**config.mk**
```make
export PLATFORM = sky130hd
export DESIGN_NAME = array_argsel_tree
export DESIGN_NICKNAME = d
export VERILOG_FILES = /design/src/rtl/array_argsel_tree.sv
export SDC_FILE = /design/constraint.sdc
export NUM_CORES = 1
export LEC_CHECK = 0
export ABC_AREA = 0
export BUFFER_PORTS_ARGS = -buffer_cell sky130_fd_sc_hd__buf_2
export CORE_MARGIN = 3
export CORE_UTILIZATION = 55
export CTS_BUF_LIST = sky130_fd_sc_hd__clkbuf_2
export DETAILED_ROUTE_END_ITERATION = 10
export GPL_TIMING_DRIVEN = 0
export HOLD_SLACK_MARGIN = 0.08
export MAX_ROUTING_LAYER = met4
export PLACE_DENSITY = 0.79
export SETUP_SLACK_MARGIN = 0.3
export SLEW_MARGIN = 10
export SYNTH_ARGS = -nofsm -noshare
export SYNTH_HDL_FRONTEND = slang
export SYNTH_SLANG_ARGS = --single-unit
```
**constraint.sdc**
```tcl
create_clock -name clk -period 2.7 [get_ports clk]
set_input_delay 0.135 -clock clk [delete_from_list [all_inputs] [get_ports clk]]
set_output_delay 0.135 -clock clk [all_outputs]
set_load 0.02 [all_outputs]
```
**src/rtl/array_argsel_tree.sv**
```systemverilog
// Purpose : N-channel saturating event counters with a pipelined min/max argument-select tree.
// Latency : counter state after edge t is reported on sel_* after edge t+$clog2(N).
// Backpr. : none; one result per clock, sel_vld marks tokens not sampled during srst.
// Ports   : clk/rst_n (async active-low), srst (sync clear), ce/id (increment),
//           clr_en/clr_id (single clear), mode (0=min,1=max),
//           sel_id/sel_val/sel_vld (winner), sat (sticky per-channel saturation).
module array_argsel_tree #(
  parameter  int N   = 8,
  parameter  int W   = 12,
  localparam int IDW = $clog2(N)
) (
  input  logic           clk,
  input  logic           rst_n,
  input  logic           srst,
  input  logic           ce,
  input  logic [IDW-1:0] id,
  input  logic           clr_en,
  input  logic [IDW-1:0] clr_id,
  input  logic           mode,
  output logic [IDW-1:0] sel_id,
  output logic [W-1:0]   sel_val,
  output logic           sel_vld,
  output logic [N-1:0]   sat
);

  localparam logic [W-1:0] ONE = W'(1);

  logic [W-1:0]   cnt_q [N];
  logic [W-1:0]   cnt_d [N];
  logic [N-1:0]   sat_q, sat_d;

  // Comparator tree stored as a heap: node n has children 2n+1 and 2n+2.
  // Children at index >= N-1 are the leaves, i.e. the live counters.
  logic [IDW-1:0] nidx_q  [N-1];
  logic [IDW-1:0] nidx_d  [N-1];
  logic [W-1:0]   nval_q  [N-1];
  logic [W-1:0]   nval_d  [N-1];
  logic           nmode_q [N-1];
  logic           nmode_d [N-1];
  logic [IDW-1:0] vld_q;

  // Counter update: srst beats everything, a clear beats an increment of the same channel.
  always_comb begin
    cnt_d = cnt_q;
    sat_d = sat_q;
    if (srst) begin
      for (int k = 0; k < N; k++) cnt_d[k] = '0;
      sat_d = '0;
    end else begin
      if (ce && !(clr_en && (id == clr_id))) begin
        if (cnt_q[id] == '1) sat_d[id] = 1'b1;
        else                 cnt_d[id] = cnt_q[id] + ONE;
      end
      if (clr_en) begin
        cnt_d[clr_id] = '0;
        sat_d[clr_id] = 1'b0;
      end
    end
  end

  for (genvar n = 0; n < N - 1; n++) begin : g_node
    logic [IDW-1:0] l_idx, r_idx;
    logic [W-1:0]   l_val, r_val;
    logic           tok_mode;
    logic           r_win;

    if (2 * n + 1 >= N - 1) begin : g_leaf
      localparam int LC = 2 * n + 1 - (N - 1);
      assign l_idx    = IDW'(LC);
      assign r_idx    = IDW'(LC + 1);
      assign l_val    = cnt_q[LC];
      assign r_val    = cnt_q[LC + 1];
      assign tok_mode = mode;
    end else begin : g_inner
      assign l_idx    = nidx_q[2 * n + 1];
      assign r_idx    = nidx_q[2 * n + 2];
      assign l_val    = nval_q[2 * n + 1];
      assign r_val    = nval_q[2 * n + 2];
      // Sibling tokens entered the tree together, so they share one mode.
      assign tok_mode = nmode_q[2 * n + 1];
    end

    // Strict compare: on a tie the left (lower-index) token is kept.
    assign r_win      = tok_mode ? (r_val > l_val) : (r_val < l_val);
    assign nidx_d[n]  = r_win ? r_idx : l_idx;
    assign nval_d[n]  = r_win ? r_val : l_val;
    assign nmode_d[n] = tok_mode;
  end

  always_ff @(posedge clk or negedge rst_n) begin
    if (!rst_n) begin
      for (int k = 0; k < N; k++) cnt_q[k] <= '0;
      sat_q <= '0;
      for (int n = 0; n < N - 1; n++) begin
        nidx_q[n]  <= '0;
        nval_q[n]  <= '0;
        nmode_q[n] <= 1'b0;
      end
      vld_q <= '0;
    end else begin
      for (int k = 0; k < N; k++) cnt_q[k] <= cnt_d[k];
      sat_q <= sat_d;
      for (int n = 0; n < N - 1; n++) begin
        nidx_q[n]  <= nidx_d[n];
        nval_q[n]  <= nval_d[n];
        nmode_q[n] <= nmode_d[n];
      end
      // Valid travels alongside the tree; tokens sampled during srst come out invalid.
      vld_q <= (vld_q << 1) | IDW'(!srst);
    end
  end

  assign sel_id  = nidx_q[0];
  assign sel_val = nval_q[0];
  assign sel_vld = vld_q[IDW-1];
  assign sat     = sat_q;

endmodule

```
==> summary.txt, run 1 <==
Status
  • Outcome: finished, violations left
  • Failing checks: setup timing

Die
  • Die Y: 149 um
  • Row count: 51
  • Core ar.: 0.0198 mm2
  • Die area: 0.0223 mm2
  • IO Count: 36
  • DIE WIDTH: 149 um
  • Starting Density: 0.570

GRT
  • First-pass GRT wire length: 50,300 um
  • GR Overflow Total: 0
  • Met1 Usage GRT: 0.384
  • Busiest grt layer: met2
  • Initial antenna violation count: 1
  • GRT met2 Usage: 0.501
  • Largest net degree at the start of global routing: 112
  • Gr usage total: 0.306
  • Vias in the first global route: 8,977
  • GRT met3 Usage: 0.0556

Yosys
  • Commonest cells post-synth: dfrtp_1 (206), nor2_1 (97), mux2_2 (93), inv_1 (89), mux2i_1 (86)
  • Synthesized area: 0.0113 mm2
  • Cell variety after synth: 59
  • Yosys warns: 0
  • Dominant synthesized flop cell: dfrtp_1
  • Syn nets: 1,102
  • Ys async rst share: 1.00
  • Avg Cell Area, Syn: 11.2 um2
  • Mapped Cells: 1,005
  • Top cell type's share of synthesized area: 0.457
  • Number of flops mapped to enable cells by yosys: 0
  • Area contributors post-synth: dfrtp_1 (46%), ha_1 (9.4%), mux2_2 (9.3%)
  • Synth Register Bits: 206
  • Most frequent cell after synthesis: dfrtp_1
  • Seq/Total Area, Yosys: 0.457
  • Top cell type by total area after synthesis: dfrtp_1

Power
  • Seq pwr share: 0.523
  • P_leak: 7.09 nW
  • Switching share of total power: 0.300
  • Clock network power share: 0.326
  • Peak VDD IR: 0.328 mV
  • P_sw: 1.81 mW
  • Cell-internal power: 4.22 mW
  • Logic pwr share: 0.150
  • PwrDens: 421 mW/mm2

Clock network
  • Clock Tree Root: clkbuf_2
  • Clock transition at path regs: 100 ps
  • CTS tree: built
  • # H-tree levels: 2
  • TritonCTS buffer count: 53
  • Sink Count: 206
  • Clock buffer depth: 3
  • Worst skew pair latency: 860 ps

Route
  • Total wire length: 33,800 um
  • DRC: 0
  • DR pass1 iterations: 5
  • Routed Antenna Nets: 0
  • Vias per cell: 6.05
  • Avg WL per Cell: 22.8 um
  • Iter 0 DRT Violations: 670
  • Via count: 8,975

Timing
  • Finish-stage setup viols: 18
  • Max Clk Rate: 0.363 GHz
  • Normalized max-slew margin: 0.396
  • Clock Skew: 90.9 ps
  • Unrepaired setup endpoints after global routing: yes
  • Max-slew violations: 0
  • Min setup slack post-route: -51.7 ps
  • Slew @ Worst Pin: 899 ps
  • Min cycle time layout: 2750 ps
  • Hold Vio Cnt, Final: 0
  • Hold slack final: 175 ps
  • Final Cycle Share: 1.02

Critical path
  • CP most frequent cell: buf_6
  • WP buf/inv: 3
  • CP Capture Type: register
  • Slowest CP cell: dfrtp_1
  • Crit path max-delay family: compound AO/OA/AOI/OAI gates
  • CP Launch Type: register
  • Kind of critical path: register to register
  • Slowest stage delay, CP: 420 ps
  • Largest fanout on the critical path: 5
  • WP data arrival: 3390 ps
  • CP cell instances: mux2_4 -> a22oi_2 -> o211ai_1 -> ha_4 -> o211ai_4 -> nand4bb_4 -> buf_6 -> buf_16 -> o21ai_4 -> buf_6 -> mux2i_2 -> nor2_1
  • Critical Path RT: 3340 ps

Place
  • Routability cong.: 0.968
  • Port Buf Inserts: 31
  • Inst Count DP: 1,302
  • DP Area: 0.0120 mm2
  • Setup WS pre-CTS: -695 ps
  • DP HPWL: 21,700 um

Job
  • Max cap viols: 0

Finish
  • Footprint of the multi-input gates: 0.00646 mm2
  • Final instance area: 0.0143 mm2
  • Sequential cell area: 0.00517 mm2
  • P&R area growth vs syn: 27.0%
  • Finished Layout Cells: 1,484
  • Fraction of layout cells with a size suffix above 1: 0.367
  • FILL cells: 1,321
  • NumNets Final: 1,285

Hold path
  • Hold Crit Class: input pin to register
-- sequential cells by signal, indices dropped and copies added (netlist names) --
signal and count:
g_node.tok_mode 2, g_node.r_val 84, vld_q 3, g_node.l_idx 5, g_node.r_idx 5, sel_id 3, g_node.l_val 84, sel_val 12
sat 8
-- power by group through the flow --
stage	Sequential, mW	Clock, mW	Combinational (mW)
2_1_floorplan	3.22	0	0.419
3_3_place_gp	3.21	0	0.614
3_5_place_dp	3.22	0	0.634
4_1_cts	3.15	1.99	0.821
5_1_grt	3.16	2.16	0.955
6_report	3.16	1.97	0.907
-- worst min-delay path, delay by kind of cell --
family,cells,cell delay [ps]
XOR/XNOR,1,140
AO/OA/AOI/OAI,3,270
AND/OR/NAND/NOR,1,150
buffers and inverters,2,280
-- through the flow --
stage	util	total power [mW]	TNS [ps]
global placement	0.605	3.83	-422070
floorplan	-	3.64	0
global route	0.724	6.27	-2950
finish	0.724	6.03	-321
CTS	0.695	5.97	0
detailed placement	0.607	3.85	-62480
-- placed cells by master (no fill, tap or decap), types with 29 or more instances in the layout --
master    Yosys  final
nand2_1      39     36
clkbuf_2      0     67
a21o_1       29     29
buf_4         8     51
mux2_4        0     88
inv_1        89     81
ha_1         85     76
buf_6         9     30
buf_2         7     33
nor2_1       97     96
dfrtp_1     206    191
mux2i_1      86     71
-- timing repair --
| action | in CTS | in global routing |
|---|---|---|
| setup endpoints to repair | 193 | 193 |
| hold buffers | 15 | 0 |
| gates resized for setup | 151 | 101 |
| pin swaps | 36 | 60 |
| hold endpoints to repair | 258 | 0 |
| gates cloned | 15 | 0 |
| setup buffers | 45 | 21 |
-- path summary, 6_finish.rpt --
path	from	slack, ps	end	cells after the start
setup / recovery	g_node[6].r_val[1]	-50	g_node[3].r_val[3]	12
hold / removal	id[0]	180	g_node[6].r_val[11]	7
setup reg to reg	g_node[6].r_val[1]	-50	g_node[3].r_val[3]	12
hold reg to reg	vld_q[1]	360	vld_q[2]	0
max in group asynchronous	rst_n	1190	g_node[4].l_val[10]	4
min in group asynchronous	rst_n	440	g_node[0].r_idx[2]	3
-- kinds of logic after synthesis --
logic type / synth area share
AO/OA/AOI/OAI: 0.0884
other: 0.000333
XOR/XNOR: 0.00999
flip-flops: 0.457
AND/OR/NAND/NOR: 0.0899
adder cells (fa/ha/maj): 0.0943
multiplexers: 0.205
buffers and inverters: 0.0547
-- final cells by class --
cell class	count	area share
diodes	2	0.000349
plain buffers	46	0.0297
clock buffers	67	0.0234
clock inverters	17	0.00568
inverters	90	0.0236
multi-input cells	663	0.451
flip-flops and latches	206	0.361
well taps	265	0.0231
repair buffers	128	0.0820
-- routing by layer --
metal | vias to the layer above | wire (um)
met5 | - | 0
met1 | 4426 | 13000
met3 | 121 | 2930
met2 | 499 | 16400
met4 | 0 | 1510
li1 | 3929 | -
Power figures use the tool's default switching activity.
==> run 2, diff against run 1 <==
Settings changed: BUFFER_PORTS_ARGS -buffer_cell sky130_fd_sc_hd__buf_2 to not set, DONT_BUFFER_PORTS set to 1, PLACE_DENSITY 0.79 to 0.74.
Clock period 2.7 ns to 3.2 ns, I/O delays scaled along.
==> summary.txt, run 2 (synthesis results as in run 1) <==
Clock network
  • Sink Count: 206 (unchanged)
  • Clock transition at path regs: 110 ps (was 100 ps)
  • Clock buffer depth: 3 (unchanged)
  • Clock Tree Root: clkbuf_2 (unchanged)
  • CTS tree: built (unchanged)
  • Worst skew pair latency: 840 ps (was 860 ps)
  • # hold bufs at CTS: 16 (was 15)
  • TritonCTS buffer count: 52 (was 53)
  • # H-tree levels: 2 (unchanged)

GRT
  • GR Overflow Total: 0 (unchanged)
  • Largest net degree at the start of global routing: 207 (was 112)
  • Initial antenna violation count: 1 (unchanged)
  • Vias in the first global route: 8,268 (was 8,977)
  • Gr usage total: 0.281 (was 0.306)
  • First-pass GRT wire length: 46,500 um (was 50,300 um)

Critical path
  • WP buf/inv: 0 (was 3)
  • Worst Setup EP: g_node[5].r_val[9] (was g_node[3].r_val[3])
  • Largest fanout on the critical path: 8 (was 5)
  • Critical Path RT: 3860 ps (was 3340 ps)
  • CP Capture Type: register (unchanged)
  • R2R setup slack: 310 ps (was -50 ps)
  • Slowest CP cell: xnor2_1 (was dfrtp_1)
  • R2R cell count: 7 (was 12)
  • Crit path max-delay family: XOR/XNOR gates (was compound AO/OA/AOI/OAI gates)
  • CP Launch Type: register (unchanged)
  • Worst r2r dst: g_node[5].r_val[9] (was g_node[3].r_val[3])
  • Worst reg2reg startpoint: g_node[4].l_val[3] (was g_node[6].r_val[1])
  • Critical path startpoint: g_node[4].l_val[3] (was g_node[6].r_val[1])
  • Kind of critical path: register to register (unchanged)
  • Slowest stage delay, CP: 850 ps (was 420 ps)
  • WP data arrival: 3550 ps (was 3390 ps)
  • CP cell instances: mux4_2 -> and4_1 -> o21a_1 -> o21ai_1 -> nor4_1 -> xnor2_1 -> o22ai_1 (was mux2_4 -> a22oi_2 -> o211ai_1 -> ha_4 -> o211ai_4 -> nand4bb_4 -> buf_6 -> buf_16 -> o21ai_4 -> buf_6 -> mux2i_2 -> nor2_1)
  • Crit. path cell count: 7 (was 12)

Finish
  • Fraction of layout cells with a size suffix above 1: 0.238 (was 0.367)
  • FILL cells: 1,605 (was 1,321)
  • P&R area growth vs syn: 10.7% (was 27.0%)
  • Commonest non-fill, non-tap cells in the layout: dfrtp_1 (199), nor2_1 (96), mux2_2 (93) (was dfrtp_1 (191), nor2_1 (96), mux2_4 (88))
  • NumNets Final: 1,186 (was 1,285)
  • Commonest non-fill, non-tap cell in the layout: dfrtp_1 (unchanged)

Route
  • Vias per cell: 5.90 (was 6.05)
  • DR pass1 iterations: 5 (unchanged)
  • Total wire length: 30,200 um (was 33,800 um)
  • DRC: 0 (unchanged)
  • Via count: 8,214 (was 8,975)
  • Routed Antenna Nets: 0 (unchanged)
  • Avg WL per Cell: 21.7 um (was 22.8 um)
  • Iter 0 DRT Violations: 692 (was 670)

Power
  • Logic pwr share: 0.102 (was 0.150)
  • Peak VDD IR: 0.227 mV (was 0.328 mV)
  • Seq pwr share: 0.551 (was 0.523)
  • P_leak: 6.32 nW (was 7.09 nW)
  • Switching share of total power: 0.284 (was 0.300)
  • P_sw: 1.38 mW (was 1.81 mW)
  • PwrDens: 389 mW/mm2 (was 421 mW/mm2)
  • Cell-internal power: 3.47 mW (was 4.22 mW)
  • Clock network power share: 0.347 (was 0.326)

Die
  • Core ar.: 0.0198 mm2 (unchanged)
  • Die area: 0.0223 mm2 (unchanged)
  • Die Y: 149 um (unchanged)
  • IO Count: 36 (unchanged)
  • DIE WIDTH: 149 um (unchanged)
  • Starting Density: 0.570 (unchanged)
  • Row count: 51 (unchanged)

Place
  • DP HPWL: 21,600 um (was 21,700 um)
  • Port Buf Inserts: 0 (was 31)
  • Routability cong.: 0.973 (was 0.968)
  • Setup WS pre-CTS: -380 ps (was -695 ps)

Timing
  • Finish-stage setup viols: 0 (was 18)
  • Max-slew violations: 0 (unchanged)
  • Normalized max-slew margin: 0.287 (was 0.396)
  • Slew @ Worst Pin: 1060 ps (was 899 ps)
  • Max Clk Rate: 0.346 GHz (was 0.363 GHz)
  • Min cycle time layout: 2890 ps (was 2750 ps)
  • Hold slack final: -1000 ps (was 175 ps)
  • Final Cycle Share: 0.902 (was 1.02)
  • Hold Vio Cnt, Final: 206 (was 0)
  • Setup TNS: 0 ps (was -321 ps)
  • Min setup slack post-route: 313 ps (was -51.7 ps)
  • Unrepaired setup endpoints after global routing: no (was yes)
  • Clock Skew: 53.7 ps (was 90.9 ps)

Hold path
  • Hold Crit Class: input pin to async pin (was input pin to register)

Status
  • Failing checks: hold timing (was setup timing)
  • Outcome: finished, violations left (unchanged)

Job
  • Max cap viols: 0 (unchanged)
-- run 2: cell count changes in the layout (fill, tap and decap cells not counted), moves of 15 or more --
cell,before,now
mux2_2,5,93
mux2_4,88,0
buf_4,51,18
buf_2,33,9
buf_6,30,13
a21oi_1,16,31
a21oi_2,15,0
-- run 2: worst reg2reg max path: cells and delay by family (launching register included) --
kind,cells,cell delay (ps)
AND/OR/NAND/NOR,2,350
AO/OA/AOI/OAI,3,540
flip-flops,1,460
XOR/XNOR,1,850
multiplexers,1,510
-- run 2: worst min path at each step --
stage           from                  to  slack [ps]  depth (start not counted)
5_1_grt        rst_n           sel_id[1]       -1090                          0
3_3_place_gp   rst_n           sel_id[1]        -130                          0
2_1_floorplan  rst_n  g_node[0].l_idx[0]        -140                          0
6_report       rst_n           sel_id[1]       -1000                          0
3_5_place_dp   rst_n           sel_id[1]        -130                          0
4_1_cts        rst_n           sel_id[1]       -1060                          0
-- run 2: metal layers --
layer  vias to the layer above  routed length (um)  track usage
met2                       322               14500        0.446
met4                         0                 935       0.0952
met3                        62                1860       0.0483
li1                       3745                   -            -
met5                         -                   0            -
met1                      4085               12900        0.371
-- run 2: repair_timing --
item / 4_1_cts / 5_1_grt
setup buffers: 1 / 12
setup endpoints to repair: 167 / 150
gates cloned: 0 / 1
endpoints found under the hold margin: 310 / 206
resized for setup: 18 / 35
pin swaps: 0 / 2
-- run 2: per-stage QoR --
step                      instance area (um2)  hold slack (ps)   util  cells  total power [mW]
after floorplan                         11300             -136      -   1005              3.02
after global placement                  11600             -132  0.587   1270              3.13
after detailed placement                11600             -131  0.587   1270              3.13
after CTS                               12300            -1060  0.621   1378              4.84
after global routing                    12500            -1090  0.631   1392              5.07
final                                   12500            -1000  0.631   1392              4.85
-- run 2: layout make-up --
class,instances,area [um2],area share
sequential,206,5160,0.414
clock buffer,72,360,0.0289
timing repair buffer,30,263,0.0210
buffer,46,330,0.0265
clock inverter,19,87.6,0.00702
multi-input combinational,663,5610,0.449
inverter,90,338,0.0271
antenna,1,2.50,0.000200
tap,265,332,0.0266
-- run 2: power by group through the flow --
stage          combinational, mW  sequential [mW]  clock [mW]
2_1_floorplan              0.311             2.71           0
3_3_place_gp               0.405             2.72           0
3_5_place_dp               0.410             2.72           0
4_1_cts                    0.444             2.67        1.73
5_1_grt                    0.528             2.68        1.87
6_report                   0.494             2.67        1.68
==> run 3, diff against run 2 <==
Settings changed: ABC_AREA 0 to 1.
==> summary.txt, run 3 <==
Status
  • Outcome: finished, violations left (unchanged)
  • Failing checks: hold timing (unchanged)

Power
  • Switching share of total power: 0.360 (was 0.284)
  • P_leak: 6.75 nW (was 6.32 nW)
  • Peak VDD IR: 0.270 mV (was 0.227 mV)
  • Clock network power share: 0.294 (was 0.347)
  • P_sw: 2.22 mW (was 1.38 mW)
  • Cell-internal power: 3.95 mW (was 3.47 mW)
  • Seq pwr share: 0.481 (was 0.551)
  • PwrDens: 480 mW/mm2 (was 389 mW/mm2)
  • Logic pwr share: 0.226 (was 0.102)

Route
  • DR pass1 iterations: 6 (was 5)
  • Total wire length: 32,600 um (was 30,200 um)
  • Vias per cell: 5.44 (was 5.90)
  • DRC: 0 (unchanged)
  • Via count: 10,751 (was 8,214)
  • Iter 0 DRT Violations: 917 (was 692)
  • Routed Antenna Nets: 0 (unchanged)
  • Avg WL per Cell: 16.5 um (was 21.7 um)

Yosys
  • Cell variety after synth: 33 (was 59)
  • Number of flops mapped to enable cells by yosys: 0 (unchanged)
  • Synthesized area: 0.0118 mm2 (was 0.0113 mm2)
  • Yosys warns: 0 (unchanged)
  • Dominant synthesized flop cell: dfrtp_1 (unchanged)
  • Seq/Total Area, Yosys: 0.437 (was 0.457)
  • Avg Cell Area, Syn: 7.43 um2 (was 11.2 um2)
  • Top cell type's share of synthesized area: 0.437 (was 0.457)
  • Commonest cells post-synth: nand2_1 (508), nor2_1 (215), dfrtp_1 (206), inv_1 (162), o21ai_0 (110) (was dfrtp_1 (206), nor2_1 (97), mux2_2 (93), inv_1 (89), mux2i_1 (86))
  • Ys async rst share: 1.00 (unchanged)
  • Most frequent cell after synthesis: nand2_1 (was dfrtp_1)
  • Mapped Cells: 1,588 (was 1,005)
  • Syn nets: 1,685 (was 1,102)
  • Top cell type by total area after synthesis: dfrtp_1 (unchanged)
  • Synth Register Bits: 206 (unchanged)
  • Area contributors post-synth: dfrtp_1 (44%), nand2_1 (16%), ha_1 (9.0%) (was dfrtp_1 (46%), ha_1 (9.4%), mux2_2 (9.3%))

Die
  • Row count: 52 (was 51)
  • Die area: 0.0232 mm2 (was 0.0223 mm2)
  • Core ar.: 0.0206 mm2 (was 0.0198 mm2)
  • DIE WIDTH: 152 um (was 149 um)
  • Starting Density: 0.572 (was 0.570)
  • Die Y: 152 um (was 149 um)
  • IO Count: 36 (unchanged)

Clock network
  • Clock Tree Root: clkbuf_2 (unchanged)
  • Clock buffer depth: 3 (unchanged)
  • Sink Count: 206 (unchanged)
  • # H-tree levels: 2 (unchanged)
  • Worst skew pair latency: 870 ps (was 840 ps)
  • Clock transition at path regs: 110 ps (about the same)
  • TritonCTS buffer count: 53 (was 52)
  • CTS tree: built (unchanged)
  • # hold bufs at CTS: 17 (was 16)

Critical path
  • WP data arrival: 3420 ps (was 3550 ps)
  • Kind of critical path: register to register (unchanged)
  • Slowest stage delay, CP: 460 ps (was 850 ps)
  • Largest fanout on the critical path: 10 (was 8)
  • CP cell instances: inv_1 -> ha_1 -> a21oi_1 -> nor2_1 -> a211oi_1 -> nand3_1 -> o21ai_1 -> clkbuf_1 -> o21ai_0 (was mux4_2 -> and4_1 -> o21a_1 -> o21ai_1 -> nor4_1 -> xnor2_1 -> o22ai_1)
  • Critical Path RT: 3820 ps (was 3860 ps)
  • R2R setup slack: 410 ps (was 310 ps)
  • CP Launch Type: register (unchanged)
  • Slowest CP cell: o21ai_1 (was xnor2_1)
  • CP Capture Type: register (unchanged)

Timing
  • Min cycle time layout: 2790 ps (was 2890 ps)
  • Slew @ Worst Pin: 929 ps (was 1060 ps)
  • Finish-stage setup viols: 0 (unchanged)
  • Max Clk Rate: 0.358 GHz (was 0.346 GHz)
  • Clock Skew: 138 ps (was 53.7 ps)
  • Hold slack final: -1010 ps (was -1000 ps)
  • Setup TNS: 0 ps (unchanged)
  • Final Cycle Share: 0.872 (was 0.902)
  • Hold Vio Cnt, Final: 206 (unchanged)
  • Normalized max-slew margin: 0.376 (was 0.287)
  • Unrepaired setup endpoints after global routing: no (unchanged)
  • Max-slew violations: 0 (unchanged)

Job
  • Max cap viols: 0 (unchanged)

Finish
  • Commonest non-fill, non-tap cells in the layout: nand2_1 (507), nor2_1 (215), dfrtp_1 (206) (was dfrtp_1 (199), nor2_1 (96), mux2_2 (93))
  • P&R area growth vs syn: 9.02% (was 10.7%)
  • FILL cells: 1,847 (was 1,605)
  • Fraction of layout cells with a size suffix above 1: 0.0909 (was 0.238)
  • Layout Utilization: 0.623 (was 0.631)
  • Commonest non-fill, non-tap cell in the layout: nand2_1 (was dfrtp_1)
  • NumNets Final: 1,761 (was 1,186)

GRT
  • First-pass GRT wire length: 53,000 um (was 46,500 um)
  • Largest net degree at the start of global routing: 207 (unchanged)
  • Vias in the first global route: 10,485 (was 8,268)
  • Initial antenna violation count: 1 (unchanged)
  • GR Overflow Total: 0 (unchanged)
  • Gr usage total: 0.289 (was 0.281)

Place
  • DP HPWL: 23,700 um (was 21,600 um)
  • Port Buf Inserts: 0 (unchanged)
  • Routability cong.: 0.957 (was 0.973)

Hold path
  • Hold Crit Class: input pin to async pin (unchanged)
==> run 3: changes by cell type in the layout (fill, tap and decap cells not counted), moves of 17 or more <==
cell / previous run / this run
nand2_1: 39 / 507
nor2_1: 96 / 215
o21ai_0: 16 / 110
mux2_2: 93 / 0
mux2i_1: 79 / 0
nand3_1: 27 / 101
inv_1: 89 / 162
a21oi_1: 31 / 67
a21o_1: 29 / 0
mux4_2: 17 / 0
==> run 3: stage by stage <==
stage               hold slack (ps)  cells  setup slack (ps)  instance area, um2  power, mW
finish                        -1010   1976               408               12900       6.17
global route                  -1090   1976               277               12900       6.57
CTS                           -1060   1971               355               12800       6.20
detailed placement             -124   1858               178               12100       4.37
global placement               -123   1858               205               12100       4.32
floorplan                      -136   1588               829               11800       3.98
==> run 3: per-layer routing <==
layer | track usage | vias to the layer above | part of all wire
met2 | 0.442 | 466 | 0.45
met1 | 0.372 | 4944 | 0.42
met3 | 0.0554 | 116 | 0.087
met4 | 0.139 | 0 | 0.046
li1 | - | 5225 | -
met5 | - | - | 0
==> run 3: worst paths after layout <==
check | startpoint | endpoint | cells past startpoint
max | g_node[6].l_val[9] | g_node[2].r_val[1] | 9
min | rst_n | g_node[3].l_val[8] | 0
max reg2reg | g_node[6].l_val[9] | g_node[2].r_val[1] | 9
min reg2reg | vld_q[1] | vld_q[2] | 0
max in group asynchronous | rst_n | g_node[5].r_val[2] | 0
min in group clk | id[0] | sat[2] | 7
==> run 3: logic make-up (layout without fill, tap and decap cells) <==
group | after synthesis | count (layout) | share of synthesized area
and+or+nand+nor | 870 | 871 | 0.301
other | 1 | 2 | 0.000318
xor gates and xnor gates | 3 | 3 | 0.00223
AOI/OAI and AO/OA | 194 | 194 | 0.0853
buffers and inverters | 229 | 345 | 0.0840
DFF | 206 | 206 | 0.437
adders and majority gates | 85 | 85 | 0.0902
==> run 3: worst max-delay path: cells and delay by family, from the launching register on <==
family | cells | cell delay [ps]
AO/OA/AOI/OAI | 4 | 1200
adder cells (fa/ha/maj) | 1 | 310
buffers and inverters | 2 | 510
flip-flops | 1 | 370
AND/OR/NAND/NOR | 2 | 220
==> run 3: power by group through the flow <==
stage	clock network, mW	logic [mW]	registers [mW]
after floorplan	0	1.00	2.98
after detailed placement	0	1.35	3.02
after CTS	1.86	1.37	2.97
after global routing	2.00	1.59	2.99
final	1.81	1.39	2.97
after global placement	0	1.31	3.01
==> run 3: area by class of cell <==
cell class | instances | area [um2] | share of cell area
clock buffers | 75 | 375 | 0.0292
plain buffers | 56 | 342 | 0.0266
inverters | 173 | 654 | 0.0509
diodes | 1 | 2.50 | 0.000195
flip-flops and latches | 206 | 5150 | 0.401
well taps | 270 | 338 | 0.0263
repair buffers | 20 | 193 | 0.0150
multi-input cells | 1154 | 5680 | 0.442
clock inverters | 21 | 116 | 0.00905
==> run 3: timing repair <==
action,CTS,global route
endpoints found under the setup margin,0,97
hold endpoints to repair,312,206
setup buffers,0,3
resized for setup,0,10
